### config.mk
export PLATFORM = sky130hd
export DESIGN_NAME = rtc_bus_sched
export DESIGN_NICKNAME = d
export VERILOG_FILES = /design/src/rtl/rtc_bus_pkg.sv /design/src/rtl/rtc_phase_timer.sv /design/src/rtl/rtc_bus_sched.sv
export SDC_FILE = /design/constraint.sdc
export NUM_CORES = 1
export LEC_CHECK = 0
export ABC_CLOCK_PERIOD_IN_PS = 2700
export BUFFER_PORTS_ARGS = -buffer_cell sky130_fd_sc_hd__clkbuf_2
export CAP_MARGIN = 20
export CELL_PAD_IN_SITES_DETAIL_PLACEMENT = 1
export CELL_PAD_IN_SITES_GLOBAL_PLACEMENT = 1
export CORE_MARGIN = 5
export CORE_UTILIZATION = 42
export CTS_CLUSTER_DIAMETER = 30
export CTS_CLUSTER_SIZE = 25
export DETAILED_ROUTE_END_ITERATION = 16
export PLACE_DENSITY = 0.81
export SYNTH_ARGS = -nofsm -noshare
export SYNTH_HDL_FRONTEND = slang
export SYNTH_SLANG_ARGS = --single-unit
### constraint.sdc
create_clock -name clk -period 2.7 [get_ports clk]
set_input_delay 0.405 -clock clk [delete_from_list [all_inputs] [get_ports clk]]
set_output_delay 0.405 -clock clk [all_outputs]
set_load 0.05 [all_outputs]
### src/rtl/rtc_bus_pkg.sv
// Shared definitions for the RTC bus scheduler: state encoding, the default
// phase length, the idle level of the active-low strobes and a strobe decoder.
package rtc_bus_pkg;

  localparam int unsigned PHASE_CYC_DEF = 8;

  // Strobes are active-low, so the inactive (idle) level is high.
  localparam logic STROBE_IDLE = 1'b1;

  localparam logic [2:0] IDLE  = 3'd0;
  localparam logic [2:0] A_SET = 3'd1;
  localparam logic [2:0] A_END = 3'd2;
  localparam logic [2:0] D_RD  = 3'd3;
  localparam logic [2:0] D_WR  = 3'd4;
  localparam logic [2:0] REC   = 3'd5;

  typedef struct packed {
    logic cs;
    logic ad;
    logic wr;
    logic rd;
    logic oe;
  } strobes_t;

  // Strobe levels and buffer enable for each bus state.
  function automatic strobes_t strobes_for(input logic [2:0] st);
    strobes_t s;
    s.cs = STROBE_IDLE;
    s.ad = STROBE_IDLE;
    s.wr = STROBE_IDLE;
    s.rd = STROBE_IDLE;
    s.oe = 1'b0;
    case (st)
      A_SET: begin
        s.cs = ~STROBE_IDLE;
        s.ad = ~STROBE_IDLE;
        s.wr = ~STROBE_IDLE;
        s.oe = 1'b1;
      end
      A_END: begin
        s.oe = 1'b1;
      end
      D_WR: begin
        s.cs = ~STROBE_IDLE;
        s.wr = ~STROBE_IDLE;
        s.oe = 1'b1;
      end
      D_RD: begin
        // The RTC drives the bus here, so our buffer must be off.
        s.cs = ~STROBE_IDLE;
        s.rd = ~STROBE_IDLE;
        s.oe = 1'b0;
      end
      default: begin
        s.oe = 1'b0;
      end
    endcase
    return s;
  endfunction

endpackage

### src/rtl/rtc_phase_timer.sv
// Phase timer: loads PHASE_CYC-1 on every state change and counts down to
// zero; it parks at zero (never wraps) when not enabled or already expired.
module rtc_phase_timer
  import rtc_bus_pkg::*;
#(
  parameter int unsigned PHASE_CYC = PHASE_CYC_DEF
) (
  input  logic       clk,
  input  logic       reset,
  input  logic       load_i,
  input  logic       en_i,
  output logic [7:0] count_o,
  output logic       done_o
);

  localparam logic [7:0] RELOAD = 8'(PHASE_CYC - 1);

  logic [7:0] count_q;
  logic [7:0] count_d;

  // Next count: reload on request, else decrement while running and nonzero.
  always_comb begin
    count_d = count_q;
    if (load_i) begin
      count_d = RELOAD;
    end else if (en_i && (count_q != 8'd0)) begin
      count_d = count_q - 8'd1;
    end else begin
      count_d = count_q;
    end
  end

  // Counter register, cleared by the asynchronous reset.
  always_ff @(posedge clk or posedge reset) begin
    if (reset) begin
      count_q <= 8'd0;
    end else begin
      count_q <= count_d;
    end
  end

  assign count_o = count_q;
  assign done_o  = (count_q == 8'd0);

endmodule

### src/rtl/rtc_bus_sched.sv
// RTC bus scheduler: arbitrates a write and a read requester and runs one
// multiplexed address/data bus cycle (A_SET, A_END, D_RD/D_WR, REC) at a time.
module rtc_bus_sched
  import rtc_bus_pkg::*;
#(
  parameter int unsigned PHASE_CYC = PHASE_CYC_DEF
) (
  input  logic       clk,
  input  logic       reset,
  input  logic       req_wr,
  input  logic [7:0] wr_addr,
  input  logic [7:0] wr_data,
  output logic       wr_ack,
  input  logic       req_rd,
  input  logic [7:0] rd_addr,
  output logic [7:0] rd_data,
  output logic       rd_valid,
  output logic       CS,
  output logic       AD,
  output logic       WR,
  output logic       RD,
  output logic [7:0] bus_out,
  output logic       bus_oe,
  input  logic [7:0] bus_in
);

  logic [2:0] state_q, state_d;
  logic       type_wr_q, type_wr_d;
  logic       last_wr_q, last_wr_d;
  logic [7:0] addr_q, addr_d;
  logic [7:0] data_q, data_d;
  logic [7:0] rd_cap_q, rd_cap_d;
  logic [7:0] rd_data_q, rd_data_d;
  logic       wr_ack_q, wr_ack_d;
  logic       rd_valid_q, rd_valid_d;
  logic       cs_q, ad_q, wr_q, rd_q, oe_q;
  logic [7:0] bus_out_q, bus_out_d;
  strobes_t   strb_d;

  logic       load;
  logic       grant;
  logic       grant_wr;
  logic       wr_pending;
  logic       rd_pending;
  logic       capture;
  logic       phase_done;
  logic [7:0] phase_cnt;

  rtc_phase_timer #(
    .PHASE_CYC(PHASE_CYC)
  ) u_timer (
    .clk    (clk),
    .reset  (reset),
    .load_i (load),
    .en_i   (state_q != IDLE),
    .count_o(phase_cnt),
    .done_o (phase_done)
  );

  // A requester still high during its own ack cycle is the finished request,
  // not a new one, so it is masked for that single cycle.
  assign wr_pending = req_wr && !wr_ack_q;
  assign rd_pending = req_rd && !rd_valid_q;
  assign capture    = (state_q == D_RD) && (phase_cnt == 8'd0);

  // Bus state sequencing, arbitration and completion pulses.
  always_comb begin
    state_d    = state_q;
    load       = 1'b0;
    grant      = 1'b0;
    grant_wr   = 1'b0;
    wr_ack_d   = 1'b0;
    rd_valid_d = 1'b0;
    case (state_q)
      IDLE: begin
        if (wr_pending || rd_pending) begin
          grant    = 1'b1;
          // On a tie serve the type that was not granted last time.
          grant_wr = wr_pending && (!rd_pending || !last_wr_q);
          load     = 1'b1;
          state_d  = A_SET;
        end else begin
          state_d = IDLE;
        end
      end
      A_SET: begin
        if (phase_done) begin
          load    = 1'b1;
          state_d = A_END;
        end else begin
          state_d = A_SET;
        end
      end
      A_END: begin
        if (phase_done) begin
          load    = 1'b1;
          state_d = type_wr_q ? D_WR : D_RD;
        end else begin
          state_d = A_END;
        end
      end
      D_RD, D_WR: begin
        if (phase_done) begin
          load    = 1'b1;
          state_d = REC;
        end else begin
          state_d = state_q;
        end
      end
      REC: begin
        if (phase_done) begin
          state_d    = IDLE;
          wr_ack_d   = type_wr_q;
          rd_valid_d = !type_wr_q;
        end else begin
          state_d = REC;
        end
      end
      default: begin
        state_d = IDLE;
      end
    endcase
  end

  // Transaction latches (taken only at grant) and read data staging.
  always_comb begin
    if (grant) begin
      addr_d    = grant_wr ? wr_addr : rd_addr;
      data_d    = wr_data;
      type_wr_d = grant_wr;
      last_wr_d = grant_wr;
    end else begin
      addr_d    = addr_q;
      data_d    = data_q;
      type_wr_d = type_wr_q;
      last_wr_d = last_wr_q;
    end
    rd_cap_d  = capture ? bus_in : rd_cap_q;
    // rd_data only changes together with the rd_valid pulse.
    rd_data_d = rd_valid_d ? rd_cap_q : rd_data_q;
  end

  // Bus-facing outputs decoded from the next state so they change with it.
  always_comb begin
    strb_d = strobes_for(state_d);
    case (state_d)
      A_SET, A_END: bus_out_d = addr_d;
      D_WR:         bus_out_d = data_d;
      default:      bus_out_d = 8'd0;
    endcase
  end

  // State and output registers; reset releases the bus immediately.
  always_ff @(posedge clk or posedge reset) begin
    if (reset) begin
      state_q    <= IDLE;
      type_wr_q  <= 1'b0;
      last_wr_q  <= 1'b0;
      addr_q     <= 8'd0;
      data_q     <= 8'd0;
      rd_cap_q   <= 8'd0;
      rd_data_q  <= 8'd0;
      wr_ack_q   <= 1'b0;
      rd_valid_q <= 1'b0;
      cs_q       <= STROBE_IDLE;
      ad_q       <= STROBE_IDLE;
      wr_q       <= STROBE_IDLE;
      rd_q       <= STROBE_IDLE;
      oe_q       <= 1'b0;
      bus_out_q  <= 8'd0;
    end else begin
      state_q    <= state_d;
      type_wr_q  <= type_wr_d;
      last_wr_q  <= last_wr_d;
      addr_q     <= addr_d;
      data_q     <= data_d;
      rd_cap_q   <= rd_cap_d;
      rd_data_q  <= rd_data_d;
      wr_ack_q   <= wr_ack_d;
      rd_valid_q <= rd_valid_d;
      cs_q       <= strb_d.cs;
      ad_q       <= strb_d.ad;
      wr_q       <= strb_d.wr;
      rd_q       <= strb_d.rd;
      oe_q       <= strb_d.oe;
      bus_out_q  <= bus_out_d;
    end
  end

  assign CS       = cs_q;
  assign AD       = ad_q;
  assign WR       = wr_q;
  assign RD       = rd_q;
  assign bus_oe   = oe_q;
  assign bus_out  = bus_out_q;
  assign wr_ack   = wr_ack_q;
  assign rd_valid = rd_valid_q;
  assign rd_data  = rd_data_q;

endmodule
After elaboration in Yosys (flattened, before gate mapping). Index checks and enable logic that the tools add are counted. Widths: inputs -> output; s select.

Register bits after elaboration: 59. Word-level logic and storage cells: 75. Output and inout port bits: 23.

Mux-type cells: 28. Add/sub/neg operators: 1. Equal/unequal tests: 9. Reduce and logical (&&, ||, !) cells: 22.

Operators by type and width (number): $mux 8 (5); $pmux 8 s2 (1); $mux 1 (15); $pmux 3 s5 (1); $eq 3x2->1 const B (4); $mux 3 (4); $eq 3x3->1 const B (3); $logic_not 8->1 (1); $reduce_bool 8->1 (1); $sub 8x1->8 const B (1); $eq 3x1->1 const B (2); $reduce_or 2->1 (3); $reduce_or 3->1 (2); $logic_and 1x1->1 (5); $logic_not 1->1 (4); $reduce_or 4->1 (1); $logic_not 3->1 (1); $reduce_bool 3->1 (1); $logic_or 1x1->1 (2); $mux 2 (1); $pmux 1 s2 (1); $reduce_bool 2->1 (1).

Logic depth before layout (Yosys ltp). Gate-level depths: netlist of run 1.

Word-level depth: 10. Depth in mapped cells: 7.

By module. From an unflattened synthesis of run 1, not the netlist that was laid out.

Cells, all modules: 235. Area total of the unflattened synthesis: 2660.1 µm².

By module, submodules not included: rtc_bus_sched (cells an instance 186, seq. area each 1281.2 µm², area each 2188.3 µm², times used 1); rtc_phase_timer (cells an instance 49, seq. area each 200.2 µm², area each 471.7 µm², times used 1).

Worst setup path before layout of run 1. Ideal clock, no wire load.

Path kind: register to register. Start point: register u_timer.count_q[0], in the netlist u_timer.count_o[0]. End point: register rd_data_q[0], in the netlist rd_data[0]. Stages on the path, launching flop included: 8. Data arrival time: 2.024 ns. Library setup time: 0.125 ns. Path slack: 0.551 ns. Path buffers: 1. Clock period less this slack: 2.149 ns. Cells stage by stage: dfrtp_1 > inv_1 > ha_1 > nor3b_2 > nand3_2 > or4_1 > buf_6 > mux2_4.

Longest elaborated chain between the ends: 3.

RTL lines: from (decl) (RTL line rtc_phase_timer.sv:18) `logic [7:0] count_q;`; from (signal assigned) (RTL line rtc_phase_timer.sv:38) `count_q <= count_d;`; $logic_not 8->1 (RTL line rtc_phase_timer.sv:43) `assign done_o = (count_q == 8'd0);`; $mux 1 (RTL line rtc_bus_sched.sv:111) `if (phase_done) begin`; $mux 1 (RTL line rtc_bus_sched.sv:74) `case (state_q)`; to (signal assigned) (RTL line rtc_bus_sched.sv:178) `rd_data_q <= rd_data_d;`; to (decl) (RTL line rtc_bus_sched.sv:33) `logic [7:0] rd_data_q, rd_data_d;`.

Every way passes these cells. A chain may end at the register's enable or synchronous reset.

Worst setup path in the final report of run 1.
Start point: register u_timer.count_q[0], in the netlist u_timer.count_o[0]. End point: register rd_data_q[5], in the netlist rd_data[5].

Same word-level chain as after synthesis.

==> flow_metrics.py, run 1 <==
metrics = {
    "outcome": {
        "status": "complete, no violations",
    },
    "die": {
        "die_w_um": 90.5,
        "dieArea_um2": 8200,
        "fp.dieH_um": 90.5,
        "coreArea_um2": 6310,
        "initial_core_util_pct": 43.1,
        "io_pins": 59,
        "rows": 29,
    },
    "worst_setup_path": {
        "r2r_end": "rd_data[5]",
        "end_kind": "flip-flop",
        "crit_fanout": 8,
        "r2r_slack_ns": 0.37,
        "rr_worst_depth": 6,
        "critPathLaunchType": "flip-flop",
        "critPathLaunch": "u_timer.count_o[0]",
        "worstPathRequired_ns": 2.92,
        "arrival_ns": 2.55,
        "criticalPathCategory": "reg -> reg",
        "r2r-start": "u_timer.count_o[0]",
    },
    "clock_network": {
        "cts_buffers": 9,
        "clk_pin_slew_worst_paths_ns": 0.07,
        "clock_latency_ns": 0.34,
        "cts.path.max_buffers": 2,
        "cts-root-buf": "clkbuf_8",
        "post_cts_buffers": 0,
        "ctsHoldBuffers": 0,
        "cts_tree": "done",
        "cts_resized": 0,
        "htree_levels": 3,
        "clock-sinks": 59,
    },
    "routing": {
        "dr_total_vias": 2177,
        "vias_per_cell": 5.58,
        "dr_wl_met2_um": 3530,
        "wirelength_um": 7150,
        "firstDrtPassIters": 4,
        "drc": 0,
        "antenna_left": 0,
        "routed.top_layer": "met4",
        "initialDrtViolationCount": 170,
        "routed-wl-met3_um": 368,
        "wl_per_cell_um": 18.3,
        "wl_met1_um": 3130,
    },
    "sta": {
        "hold_violations": 0,
        "timing.final.crit_share_pct": 86.2,
        "slew_violations": 0,
        "slew_headroom_pct": 54.4,
        "fmax_mhz": 430,
        "fin_crit_ns": 2.33,
        "rsz0062_at_grt": "false",
        "finalSetupViolations": 0,
        "tightest_slew_ns": 0.678,
        "holdWs_ns": 0.143,
        "setup_tns_ns": 0,
        "finClkSkew_ns": 0.00676,
    },
    "layout": {
        "finish.instance_area_um2": 3360,
        "fin_cells": 390,
        "drive_gt1_share_pct": 36.4,
        "final_nets": 345,
        "syn2layout_area_growth_pct": 23.2,
        "n_antenna_cell": 0,
    },
    "yosys": {
        "synth_seq_area_share_pct": 54.4,
        "synthMuxAreaShare_pct": 10.7,
        "syn_area_um2": 2720,
        "postSynth.topFlopCell": "dfrtp_1",
        "synthMostInstantiatedCell": "dfrtp_1",
        "synth_cell_types": 50,
        "synth_xor_area_share_pct": 0,
        "ys_seq_elements": 59,
        "avgSynthCellArea_um2": 11.4,
        "synth_top_area_share_pct": 50.5,
        "netlist_top_cells_area": "dfrtp_1 51%, mux2_4 4.4%, dfstp_2 3.9%",
        "synth_fp_nets": 276,
        "synth-adder-area-share_pct": 0.459,
        "synthTopCellsByCount": "55 x dfrtp_1, 25 x nor2_1, 15 x inv_1",
        "async_flop_share_pct": 100,
        "syn_inst": 239,
        "synth_compound_area_share_pct": 15.2,
        "yosysWarningCount": 0,
        "synth_top_family_by_area": "compound AO/OA/AOI/OAI gates",
        "yosysTopAreaCell": "dfrtp_1",
        "synth_edf_count": 0,
        "post_synth_and_or_nand_nor_area_fraction_pct": 15.0,
    },
    "placement": {
        "gp_congestion": 0.895,
        "placed_area_um2": 3140,
        "dp_cells": 374,
        "place_hpwl_um": 5290,
        "port_buffers": 58,
    },
    "worst_hold_path": {
        "hold_class": "in -> async",
    },
    "pwr": {
        "p_per_area_nw_per_um2": 538,
        "peakVddDrop_v": 0.000385,
        "leakagePower_uw": 0.00173,
    },
    "global_routing": {
        "antenna_found_initial": 0,
        "grtUsageTotal_pct": 18.6,
        "grt_pass1_vias": 2450,
        "grt-ovfl-total": 0,
        "grt_max_degree": 32,
        "grt_pass1_wl_um": 12300,
    },
    "job": {
        "cap_violations": 0,
    },
}
==> report_power, final <==
part	internal [uW]	total, uW	switching (uW)
Clock	479	847	368
Combinational	30.1	64.6	34.5
Sequential	890	893	3.27
==> cell type report <==
class	count	area [um2]
timing repair buffer	69	385
tap	77	96.3
clock inverter	5	60.1
clock buffer	11	151
inverter	15	56.3
sequential	59	1480
multi-input combinational	154	1120
fill	725	2960
==> metal layers <==
layer,GRT usage (%),up-vias
met4,7.32,0
li1,-,1017
met5,0,-
met3,4.67,11
met2,29.7,64
met1,23.9,1085
==> worst max-delay path, cell delays in order (launching register included) <==
cell	delay, ns
dfrtp_1	0.44
inv_1	0.10
ha_1	0.20
nor3b_2	0.26
nand3_2	0.12
or4_1	0.69
mux2_4	0.40
==> flip-flops by register name (all words and copies together), names as in the netlist, 3 cells and up <==
signal / count
rd_data: 8
u_timer.count_o: 8
rd_cap_q: 8
state_q: 3
data_q: 8
bus_out: 8
addr_q: 8
==> through the flow <==
stage	setup WS, ns	power (uW)	util, %
floorplan	0.551	937	-
global placement	0.492	974	49.8
detailed placement	0.379	977	49.8
CTS	0.375	1830	53.2
global route	0.295	1890	53.2
finish	0.372	1800	53.2
==> cell families (layout without fill, tap and decap cells) <==
group | Yosys count | count (layout)
AOI/OAI and AO/OA | 59 | 59
and+or+nand+nor | 70 | 70
DFF | 59 | 59
buffers and inverters | 26 | 100
muxes | 24 | 24
adders and majority gates | 1 | 1
==> worst max path at each step <==
stage            endpoint  cells after the start
2_1_floorplan  rd_data[0]                      7
3_3_place_gp   rd_data[6]                      6
3_5_place_dp   rd_data[5]                      6
4_1_cts        rd_data[5]                      6
5_1_grt        rd_data[5]                      6
6_report       rd_data[5]                      6
==> placed cells by master, fill, tap and decap left out, types with 6 or more instances in the layout <==
master / instances
a211oi_1: 11
a21oi_1: 11
and3_1: 8
buf_4: 10
clkbuf_2: 58
clkbuf_8: 11
dfrtp_1: 55
inv_1: 14
mux2_2: 8
mux2_4: 8
mux2i_1: 8
nand2_1: 6
nor2_1: 25
o32ai_1: 8
Power figures use the tool's default switching activity.
==> run 2, diff against run 1 <==
Settings changed: CORE_UTILIZATION 42 to 30, PLACE_DENSITY 0.81 to 0.61.
==> flow_metrics.py, run 2 (synthesis gave the netlist of run 1 again) <==
metrics = {
    "layout": {
        "final_cell_mix": "58 x clkbuf_2, 55 x dfrtp_1, 25 x nor2_1",
        "finish.instance_area_um2": 3400,
        "drive_gt1_share_pct": 36.4,
        "n_antenna_cell": 0,
        "syn2layout_area_growth_pct": 24.8,
        "final_nets": 347,
        "utilization_pct": 38.6,
        "final_common_cell": "clkbuf_2",
    },
    "worst_hold_path": {
        "hold_class": "in -> async",
    },
    "routing": {
        "initialDrtViolationCount": 71,
        "antenna_left": 0,
        "firstDrtPassIters": 4,
        "wl_per_cell_um": 16.3,
        "drc": 0,
        "dr_total_vias": 2133,
        "wirelength_um": 6840,
        "vias_per_cell": 5.07,
    },
    "global_routing": {
        "grt_max_degree": 33,
        "antenna_found_initial": 0,
        "grt_pass1_wl_um": 11500,
        "grt_pass1_vias": 2301,
        "grtUsageTotal_pct": 13.2,
        "grt-ovfl-total": 0,
    },
    "clock_network": {
        "post_cts_buffers": 0,
        "clk_pin_slew_worst_paths_ns": 0.07,
        "htree_levels": 3,
        "cts_buffers": 9,
        "ctsHoldBuffers": 0,
        "cts.path.max_buffers": 2,
        "cts-root-buf": "clkbuf_8",
        "clock-sinks": 59,
        "cts_tree": "done",
        "clock_latency_ns": 0.34,
        "cts_resized": 0,
    },
    "die": {
        "fp.dieH_um": 105,
        "io_pins": 59,
        "dieArea_um2": 11100,
        "rows": 34,
        "die_w_um": 105,
        "coreArea_um2": 8810,
        "initial_core_util_pct": 30.9,
    },
    "sta": {
        "fmax_mhz": 459,
        "finalSetupViolations": 0,
        "rsz0062_at_grt": "false",
        "timing.final.crit_share_pct": 80.7,
        "setup_tns_ns": 0,
        "tightest_slew_ns": 0.703,
        "fin_crit_ns": 2.18,
        "slew_violations": 0,
        "hold_violations": 0,
        "finClkSkew_ns": 0.00758,
        "slew_headroom_pct": 52.7,
    },
    "outcome": {
        "status": "complete, no violations",
    },
    "worst_setup_path": {
        "r2r_end": "rd_cap_q[4]",
        "r2r_slack_ns": 0.52,
        "r2r-start": "u_timer.count_o[2]",
        "worstPathRequired_ns": 2.92,
        "crit_fanout": 9,
        "criticalPathCategory": "reg -> reg",
        "critPathLaunchType": "flip-flop",
        "rr_worst_depth": 4,
        "arrival_ns": 2.40,
        "end_kind": "flip-flop",
    },
    "placement": {
        "place_hpwl_um": 5080,
        "port_buffers": 58,
        "placed_area_um2": 3200,
        "gp_congestion": 0.768,
    },
    "pwr": {
        "leakagePower_uw": 0.00174,
        "total_power_uw": 1790,
        "p_per_area_nw_per_um2": 525,
        "peakVddDrop_v": 0.000239,
    },
    "job": {
        "cap_violations": 0,
    },
}
[run 2: cell types whose count changed in the layout (fill, tap and decap cells not counted), sizes merged]
cell      previous run  this run
buf                 11        13
clkbuf              69        70
clkinv               2         1
clkinvlp             1         0
inv                 16        15
[run 2: area by class of cell]
cell class	instances	area [um2]
clock buffers	12	165
repair buffers	71	400
fillers	985	5410
clock inverters	2	35.0
flip-flops and latches	59	1480
inverters	15	56.3
well taps	108	135
multi-input cells	154	1120
[run 2: critical path, stage by stage (launching register included)]
cell	delay, ns
dfrtp_1	0.48
or4_1	0.67
nor2_1	0.30
nand3_2	0.26
mux2_2	0.33
[run 2: how the worst max path moves through the flow]
stage,startpoint,end,slack [ns],depth (start not counted)
floorplan,u_timer.count_o[0],rd_data[0],0.55,7
global placement,u_timer.count_o[0],rd_cap_q[7],0.56,6
detailed placement,u_timer.count_o[2],rd_cap_q[5],0.49,4
CTS,u_timer.count_o[2],rd_cap_q[4],0.48,4
global route,u_timer.count_o[0],rd_cap_q[6],0.40,6
finish,u_timer.count_o[2],rd_cap_q[4],0.52,4
[run 2: routing by layer]
metal / vias up / global-route usage, % / share of wire (%)
li1: 1019 / - / -
met1: 1053 / 17.0 / 47
met2: 52 / 20.2 / 46
met3: 9 / 4.95 / 5.2
met4: 0 / 4.69 / 1.5
met5: - / 0 / 0
[run 2: through the flow]
stage / hold WS [ns] / cells / setup WS (ns)
floorplan: 0.451 / 239 / 0.551
global placement: 0.462 / 407 / 0.558
detailed placement: 0.475 / 407 / 0.488
CTS: 0.128 / 421 / 0.476
global route: 0.163 / 421 / 0.405
finish: 0.120 / 421 / 0.522
[run 2: report_power, final]
group,leakage (uW),internal [uW],total [uW],switching [uW]
Clock,0.000104,490,828,338
Combinational,0.000880,30.2,64.2,34.0
Sequential,0.000757,891,894,3.33
Total,0.00174,1410,1790,375
